**config.mk**
```make
export PLATFORM = sky130hd
export DESIGN_NAME = tim_hfsm_flat
export DESIGN_NICKNAME = d
export VERILOG_FILES = /design/src/rtl/tim_hfsm_pkg.sv /design/src/rtl/tim_hfsm_if.sv /design/src/rtl/tim_hwin.sv /design/src/rtl/tim_hfsm.sv /design/src/flat_wrapper.sv
export SDC_FILE = /design/constraint.sdc
export NUM_CORES = 1
export LEC_CHECK = 0
export ABC_CLOCK_PERIOD_IN_PS = 5500
export CAP_MARGIN = 20
export CORE_MARGIN = 2
export CORE_UTILIZATION = 40
export CTS_CLUSTER_DIAMETER = 150
export DETAILED_ROUTE_END_ITERATION = 7
export HOLD_SLACK_MARGIN = 0.06
export PLACE_DENSITY = 0.73
export SYNTH_ARGS = -nofsm -noshare
export SYNTH_HDL_FRONTEND = slang
export SYNTH_SLANG_ARGS = --single-unit
```
**constraint.sdc**
```tcl
create_clock -name clk_pix -period 5.5 [get_ports clk_pix]
set_input_delay 0.55 -clock clk_pix [delete_from_list [all_inputs] [get_ports clk_pix]]
set_output_delay 0.55 -clock clk_pix [all_outputs]
set_load 0.02 [all_outputs]
```
**src/rtl/tim_hfsm_pkg.sv**
```systemverilog
// tim_hfsm_pkg: shared horizontal/vertical timing types and helpers.
// State enum, counter width and the pixel-window compare.
package tim_hfsm_pkg;

  localparam int CNT_W = 12;

  typedef enum logic [1:0] {
    ST_IDLE,
    ST_HD,
    ST_SHIFT,
    ST_DONE
  } hstate_t;

  // True when start <= p < start+len; one extra bit avoids wrap.
  function automatic logic in_win(
    input logic [CNT_W-1:0] p,
    input logic [CNT_W-1:0] start,
    input logic [CNT_W:0]   len
  );
    logic [CNT_W:0] pe;
    logic [CNT_W:0] se;
    pe = {1'b0, p};
    se = {1'b0, start};
    return (pe >= se) && (pe < se + len);
  endfunction

endpackage

```
**src/rtl/tim_hfsm_if.sv**
```systemverilog
// tim_hfsm_if: line request handshake plus AFE/CPU line controls.
// master = vertical FSM / consumers, slave = horizontal FSM.
interface tim_hfsm_if;
  import tim_hfsm_pkg::*;

  logic             line_req;
  logic             line_done;
  logic             busy;
  logic             ovf;
  logic             ccd_h1;
  logic             afe_hd;
  logic             afe_pblk;
  logic             afe_clpob;
  logic             afe_clpdm;
  logic             cpu_hsync;
  logic             pix_valid;
  logic [CNT_W-1:0] pix_x;

  modport master (
    output line_req,
    input  line_done, busy, ovf,
    input  ccd_h1, afe_hd, afe_pblk,
    input  afe_clpob, afe_clpdm,
    input  cpu_hsync, pix_valid, pix_x
  );

  modport slave (
    input  line_req,
    output line_done, busy, ovf,
    output ccd_h1, afe_hd, afe_pblk,
    output afe_clpob, afe_clpdm,
    output cpu_hsync, pix_valid, pix_x
  );

endinterface

```
**src/rtl/tim_hwin.sv**
```systemverilog
// tim_hwin: registered compare of a pixel index against START/LEN.
// Fed with next-cycle values so the flag lines up with ccd_h1.
module tim_hwin
  import tim_hfsm_pkg::*;
#(
  parameter int START = 0,
  parameter int LEN   = 1
) (
  input  logic             clk,
  input  logic             rst,
  input  logic             en,
  input  logic [CNT_W-1:0] p,
  output logic             hit
);

  localparam logic [CNT_W-1:0] W_S = CNT_W'(START);
  localparam logic [CNT_W:0]   W_L = (CNT_W+1)'(LEN);

  // window flag register
  always_ff @(posedge clk) begin
    if (rst) begin
      hit <= 1'b0;
    end else begin
      hit <= en && in_win(p, W_S, W_L);
    end
  end

endmodule

```
**src/rtl/tim_hfsm.sv**
```systemverilog
// tim_hfsm: horizontal line timing generator (HD, SHIFT, DONE).
// Optional dummy clamp window enabled by TIM_HFSM_CLPDM_EN.
module tim_hfsm
  import tim_hfsm_pkg::*;
#(
  parameter int H_PIX     = 1640,
  parameter int OB_START  = 4,
  parameter int OB_LEN    = 24,
  parameter int DM_START  = 0,
  parameter int DM_LEN    = 4,
  parameter int ACT_START = 32,
  parameter int ACT_LEN   = 1600
) (
  input logic       clk_pix,
  input logic       rst,
  tim_hfsm_if.slave hif
);

  if (OB_START + OB_LEN > H_PIX ||
      DM_START + DM_LEN > H_PIX ||
      ACT_START + ACT_LEN > H_PIX ||
      ACT_LEN > 4096 ||
      H_PIX > 2048 || H_PIX < 1) begin : g_cfg_err
    $fatal(1, "tim_hfsm: illegal window or size parameters");
  end

  localparam logic [CNT_W-1:0] CNT_LAST = CNT_W'(2*H_PIX-1);
  localparam logic [CNT_W-1:0] ACT_S    = CNT_W'(ACT_START);

  hstate_t          state;
  hstate_t          state_n;
  logic [CNT_W-1:0] cnt;
  logic [CNT_W-1:0] cnt_n;
  logic [CNT_W-1:0] p_n;
  logic             shift_n;
  logic             req_lost;

  // state and shift counter register
  always_ff @(posedge clk_pix) begin
    if (rst) begin
      state <= ST_IDLE;
      cnt   <= '0;
    end else begin
      state <= state_n;
      cnt   <= cnt_n;
    end
  end

  // next state and counter; requests accepted in IDLE/DONE only
  always_comb begin
    state_n = state;
    cnt_n   = cnt;
    unique case (state)
      ST_IDLE: begin
        if (hif.line_req) state_n = ST_HD;
      end
      ST_HD: begin
        state_n = ST_SHIFT;
        cnt_n   = '0;
      end
      ST_SHIFT: begin
        if (cnt == CNT_LAST) begin
          state_n = ST_DONE;
          cnt_n   = '0;
        end else begin
          cnt_n = cnt + 1'b1;
        end
      end
      ST_DONE: begin
        state_n = hif.line_req ? ST_HD : ST_IDLE;
      end
      default: state_n = ST_IDLE;
    endcase
  end

  assign shift_n  = (state_n == ST_SHIFT);
  assign p_n      = {1'b0, cnt_n[CNT_W-1:1]};
  assign req_lost = hif.line_req &&
                    (state == ST_HD || state == ST_SHIFT);

  // outputs registered from next-state values: no extra latency
  always_ff @(posedge clk_pix) begin
    if (rst) begin
      hif.ccd_h1    <= 1'b1;
      hif.afe_pblk  <= 1'b1;
      hif.afe_hd    <= 1'b0;
      hif.cpu_hsync <= 1'b0;
      hif.busy      <= 1'b0;
      hif.line_done <= 1'b0;
      hif.pix_x     <= '0;
      hif.ovf       <= 1'b0;
    end else begin
      hif.ccd_h1    <= !(shift_n && cnt_n[0]);
      hif.afe_pblk  <= !shift_n;
      hif.afe_hd    <= (state_n == ST_HD);
      hif.cpu_hsync <= (state_n == ST_HD);
      hif.busy      <= (state_n != ST_IDLE);
      hif.line_done <= (state_n == ST_DONE);
      hif.pix_x     <= shift_n ? p_n - ACT_S : '0;
      hif.ovf       <= hif.ovf | req_lost;
    end
  end

  tim_hwin #(
    .START (OB_START),
    .LEN   (OB_LEN)
  ) u_ob (
    .clk (clk_pix),
    .rst (rst),
    .en  (shift_n),
    .p   (p_n),
    .hit (hif.afe_clpob)
  );

  tim_hwin #(
    .START (ACT_START),
    .LEN   (ACT_LEN)
  ) u_act (
    .clk (clk_pix),
    .rst (rst),
    .en  (shift_n & cnt_n[0]),
    .p   (p_n),
    .hit (hif.pix_valid)
  );

`ifdef TIM_HFSM_CLPDM_EN
  tim_hwin #(
    .START (DM_START),
    .LEN   (DM_LEN)
  ) u_dm (
    .clk (clk_pix),
    .rst (rst),
    .en  (shift_n),
    .p   (p_n),
    .hit (hif.afe_clpdm)
  );
`else
  assign hif.afe_clpdm = 1'b0;
`endif

endmodule

```
**src/flat_wrapper.sv**
```systemverilog
// flat-port wrapper written by rule: the top's interface ports become plain ports
module tim_hfsm_flat import tim_hfsm_pkg::*;
#(
  parameter int H_PIX     = 1640,
  parameter int OB_START  = 4,
  parameter int OB_LEN    = 24,
  parameter int DM_START  = 0,
  parameter int DM_LEN    = 4,
  parameter int ACT_START = 32,
  parameter int ACT_LEN   = 1600
)
  (clk_pix, rst, hif_line_req, hif_line_done, hif_busy, hif_ovf, hif_ccd_h1, hif_afe_hd, hif_afe_pblk, hif_afe_clpob, hif_afe_clpdm, hif_cpu_hsync, hif_pix_valid, hif_pix_x);
  tim_hfsm_if hif_i ();
  input logic clk_pix;
  input logic rst;
  input wire logic [$bits(hif_i.line_req)-1:0] hif_line_req;
  output wire logic [$bits(hif_i.line_done)-1:0] hif_line_done;
  output wire logic [$bits(hif_i.busy)-1:0] hif_busy;
  output wire logic [$bits(hif_i.ovf)-1:0] hif_ovf;
  output wire logic [$bits(hif_i.ccd_h1)-1:0] hif_ccd_h1;
  output wire logic [$bits(hif_i.afe_hd)-1:0] hif_afe_hd;
  output wire logic [$bits(hif_i.afe_pblk)-1:0] hif_afe_pblk;
  output wire logic [$bits(hif_i.afe_clpob)-1:0] hif_afe_clpob;
  output wire logic [$bits(hif_i.afe_clpdm)-1:0] hif_afe_clpdm;
  output wire logic [$bits(hif_i.cpu_hsync)-1:0] hif_cpu_hsync;
  output wire logic [$bits(hif_i.pix_valid)-1:0] hif_pix_valid;
  output wire logic [$bits(hif_i.pix_x)-1:0] hif_pix_x;
  assign hif_i.line_req = hif_line_req;
  assign hif_line_done = hif_i.line_done;
  assign hif_busy = hif_i.busy;
  assign hif_ovf = hif_i.ovf;
  assign hif_ccd_h1 = hif_i.ccd_h1;
  assign hif_afe_hd = hif_i.afe_hd;
  assign hif_afe_pblk = hif_i.afe_pblk;
  assign hif_afe_clpob = hif_i.afe_clpob;
  assign hif_afe_clpdm = hif_i.afe_clpdm;
  assign hif_cpu_hsync = hif_i.cpu_hsync;
  assign hif_pix_valid = hif_i.pix_valid;
  assign hif_pix_x = hif_i.pix_x;
  tim_hfsm #(.H_PIX(H_PIX), .OB_START(OB_START), .OB_LEN(OB_LEN), .DM_START(DM_START), .DM_LEN(DM_LEN), .ACT_START(ACT_START), .ACT_LEN(ACT_LEN)) u_core (.clk_pix(clk_pix), .rst(rst), .hif(hif_i));
endmodule
```
==> run summary <==
The run finished with clean final reports. TritonCTS built the clock tree. The pre-antenna-repair detailed-routing pass consisted of 4 iterations. Measured against its own limit, the worst slew margin works out to 64.4%. Fraction of synthesis flops using an asynchronous set or reset pin: 0%. Clock tree synthesis found a total of 34 sinks. The buffers plus inverters on the worst setup path was 1. Leaving out filler cells and counting taps, the final layout contains 262. The completed layout was analyzed and its total power is 0.490 mW.

The minimum setup slack in the final design is 2.68 ns, and the total instance count after detailed placement is 255. Grouping stages by cell kind, the critical path spends the most delay in simple AND/OR/NAND/NOR gates. The logs give 0 for the post-detailed-route DRC marker count and 681 um^2 for the sequential cell area. The run gives 1300 as the via count of the first global-routing pass. Data on the critical path is required at its endpoint by 5.67 ns. For the worst-skew pair, the clock arrives at the later sink with an insertion delay of 0.29 ns.

The number of warnings printed during yosys synthesis is 0. Number of standard-cell rows in the floorplan: 23. The layout cell share with drive strength beyond 1 was 9.43%; the number of nets in the final layout was 223.

Top cell type by total area after synthesis: sky130_fd_sc_hd__dfxtp_1. The first global-routing pass estimated 6.51 mm of wire. The cell type of the slowest stage on the worst timing path was sky130_fd_sc_hd__ha_1. Clock skew on the completed layout was measured at 0.00516 ns. The count of vias placed by the detailed router is 1394, and the delay of the slowest critical-path stage is 0.48 ns. The number of I/O pins is 25. Reg-to-reg critical path startpoint: u_core.state[1].

The clock period minus worst slack came out at 2.82 ns. For the pin with the worst max-slew slack, the measured transition is 0.534 ns. The tools report the total global routing track utilization as 16.9%. The overall routed net length came out at 3.74 mm. The origin of the worst min-delay path was u_core.hif.ovf.

The run gives 355 MHz as the highest clock rate. The final critical path takes up 51.2% of the cycle. In this run the tool buffered the top-level ports with 23 buffer cells. Worst-path maximum fanout: 11. Type of destination of the critical path: a flop. Setup repair after global routing left no endpoint under its margin.

The final count of negative-setup-slack endpoints was 0. Data arrives at the worst endpoint at 2.98 ns. The share of Yosys cell area claimed by the top area cell type works out to 40.1%. The library cells used most frequently in the layout, excluding fill and tap cells, are sky130_fd_sc_hd__dfxtp_1, sky130_fd_sc_hd__nor2_1, sky130_fd_sc_hd__clkdlybuf4s50_1, sky130_fd_sc_hd__inv_1, sky130_fd_sc_hd__xnor2_1. The area growth from synthesis to layout works out to 18.7%. The buffer count from post-CTS setup fixing was 0. The routed wire length per instance is 14.3 um, and the power density relative to cell area is 243 nW/um^2.

The main flop type after synthesis was sky130_fd_sc_hd__dfxtp_1. In this run the mean area of a mapped cell was 8.88 um^2. The total of hold buffers inserted after clock tree synthesis was 0; the total die area was 4780 um^2. The H-tree generated during clock tree synthesis spans 2 levels. The worst-case clock buffer depth came out at 2. The tools report the root cell of the clock tree as sky130_fd_sc_hd__clkbuf_8.

The total count of hold-check failures in the final report is 0. STA classifies the critical path startpoint as a flop. The path with the worst hold slack has its endpoint at u_core.hif.ovf.

The dominant cell type by count on the critical path is sky130_fd_sc_hd__ha_1. In this run the remaining antenna-violating nets after routing total 0. The worst hold path passes through 2 cells. The number of distinct library cells after synthesis was 55; the number of buffers added by the clock tree synthesis step was 5. After synthesis the netlist holds a flip-flop and latch count of 34.

For the maximum number of pins on one net before global-route repair, the log shows 14. Setup slack on the worst reg-to-reg path comes out at 2.68 ns. In the final layout, the multi-input gates occupy 908 um^2. For the worst hold margin, the log shows 0.487 ns. The library cell used most frequently in the layout, excluding fill and tap cells, is sky130_fd_sc_hd__dfxtp_1. In the final timing run, aggregate negative setup slack is 0 ns. For the count of max-cap constraint violations, the log shows 0.

The logs give 0 for the final count of pins violating max slew and 0.895 for the final weighted congestion of routability-driven global placement. The number of fill cells is 406. The initial antenna violation count is 0.

After synthesis, the cell types taking the most area are sky130_fd_sc_hd__dfxtp_1, sky130_fd_sc_hd__nor2_1, sky130_fd_sc_hd__ha_1, sky130_fd_sc_hd__xnor2_1, sky130_fd_sc_hd__a21oi_1. The die width works out to 69.1 um. Clock-pin slew was measured on the worst setup and hold paths at 0.07 ns.

For the post-cts repair resize count, the log shows 0. The tools report the endpoint of the worst-slack reg-to-reg timing path as u_core.hif.pix_x[9]. The leakage power summed over all cells came out at 0.790 nW.

For the worst flop-to-flop path, the logic depth is 11. The core region is 4030 um^2. From bottom edge to top edge, the die measures 69.1 um. The sequential cell area fraction in the yosys report came out at 40.1%. The tools report the total congestion overflow as 0. The classification of the worst setup path is reg2reg. The tools report the starting density of the core as 42.1%. Yosys mapped a number of flops with a built-in enable equal to 0.

The sum of net half-perimeters after detailed placement was 2.70 mm; the synthesized netlist net count was 202. The class of the worst hold path was reg2reg. OpenSTA, run right after detailed placement, puts the worst setup slack at 2.70 ns. In this run, the number of DRC markers left after iteration 0 of detailed routing was 89. The number of antenna diodes in the final layout is 0.

The number of vias per cell after detailed routing came out at 5.32. The signal on the critical path passes through inv_1, ha_1, and4_1, and3_1, nand3_1, xnor2_1, nand2_1, ha_1, mux2_2, a22oi_1, nor2_1. The worst IR drop on VDD came out at 0.132 mV.

The logs give 191 for the post-synthesis instance total and 1700 um^2 for the synthesized area.
==> worst register-to-register path, cell delays in order, from the launching register on <==
cell and delay [ns]:
sky130_fd_sc_hd__dfxtp_1 0.38, sky130_fd_sc_hd__inv_1 0.06, sky130_fd_sc_hd__ha_1 0.48, sky130_fd_sc_hd__and4_1 0.30
sky130_fd_sc_hd__and3_1 0.23, sky130_fd_sc_hd__nand3_1 0.11, sky130_fd_sc_hd__xnor2_1 0.15, sky130_fd_sc_hd__nand2_1 0.16
sky130_fd_sc_hd__ha_1 0.28, sky130_fd_sc_hd__mux2_2 0.36, sky130_fd_sc_hd__a22oi_1 0.14, sky130_fd_sc_hd__nor2_1 0.06
==> per-layer routing <==
metal | part of all wire (%) | GRT usage (%) | up-vias
met4 | 1.7 | 5.45 | 0
met5 | 0 | 0 | -
met1 | 46 | 22.6 | 632
met3 | 7.1 | 5.56 | 6
met2 | 45 | 25.6 | 52
li1 | - | - | 704
==> cell usage after synthesis, drive strengths merged, types with 5 or more instances <==
cell type	count
dfxtp	34
nor2	27
inv	14
a21oi	10
xnor2	10
nand2	9
ha	8
o21ai	8
buf	7
nand3	6
nor3	6
nand4	5
==> layout make-up <==
class	count	share of cell area, %
inverters	14	2.61
clock buffers	5	3.42
clock inverters	2	0.497
flip-flops and latches	34	33.8
multi-input cells	134	45.1
well taps	50	3.11
repair buffers	23	11.4
==> stage by stage <==
step	util [%]	area, um^2
floorplan	-	1700
global route	50.0	2010
global placement	48.0	1930
detailed placement	48.0	1930
CTS	50.0	2010
finish	50.0	2010
==> state kept, by name (all words and copies together) (netlist names) <==
name / cells
u_core.u_act.hit: 1
u_core.hif.ovf: 1
u_core.cnt: 12
u_core.state: 2
u_core.hif.afe_pblk: 1
u_core.hif.ccd_h1: 1
u_core.hif.pix_x: 12
u_core.hif.busy: 1
u_core.hif.afe_hd: 1
u_core.u_ob.hit: 1
u_core.hif.line_done: 1
==> power breakdown <==
group,switching [mW],internal (mW)
clock,0.0941,0.0849
combinational,0.0354,0.0198
sequential,0.00272,0.252
total,0.132,0.357
==> worst max-delay path by stage <==
stage                     cells past startpoint                   to             from
final                                        11  u_core.hif.pix_x[9]  u_core.state[1]
after global routing                         11  u_core.hif.pix_x[9]  u_core.state[1]
after detailed placement                     11  u_core.hif.pix_x[9]  u_core.state[1]
after floorplan                              11  u_core.hif.pix_x[9]  u_core.state[1]
after CTS                                    11  u_core.hif.pix_x[9]  u_core.state[1]
after global placement                       11  u_core.hif.pix_x[9]  u_core.state[1]
==> cell families (layout without fill, tap and decap cells) <==
| logic type | Yosys count | in the layout | synth area share (%) |
|---|---|---|---|
| AND/OR/NAND/NOR | 75 | 75 | 24.9 |
| flip-flops | 34 | 34 | 40.1 |
| AO/OA/AOI/OAI | 33 | 33 | 12.8 |
| buffers and inverters | 23 | 44 | 6.27 |
| XOR/XNOR | 13 | 13 | 7.16 |
| adder cells (fa/ha/maj) | 8 | 8 | 5.90 |
| multiplexers | 4 | 4 | 2.58 |
| other | 1 | 1 | 0.221 |
No activity file was read; power rests on OpenSTA's default activity.
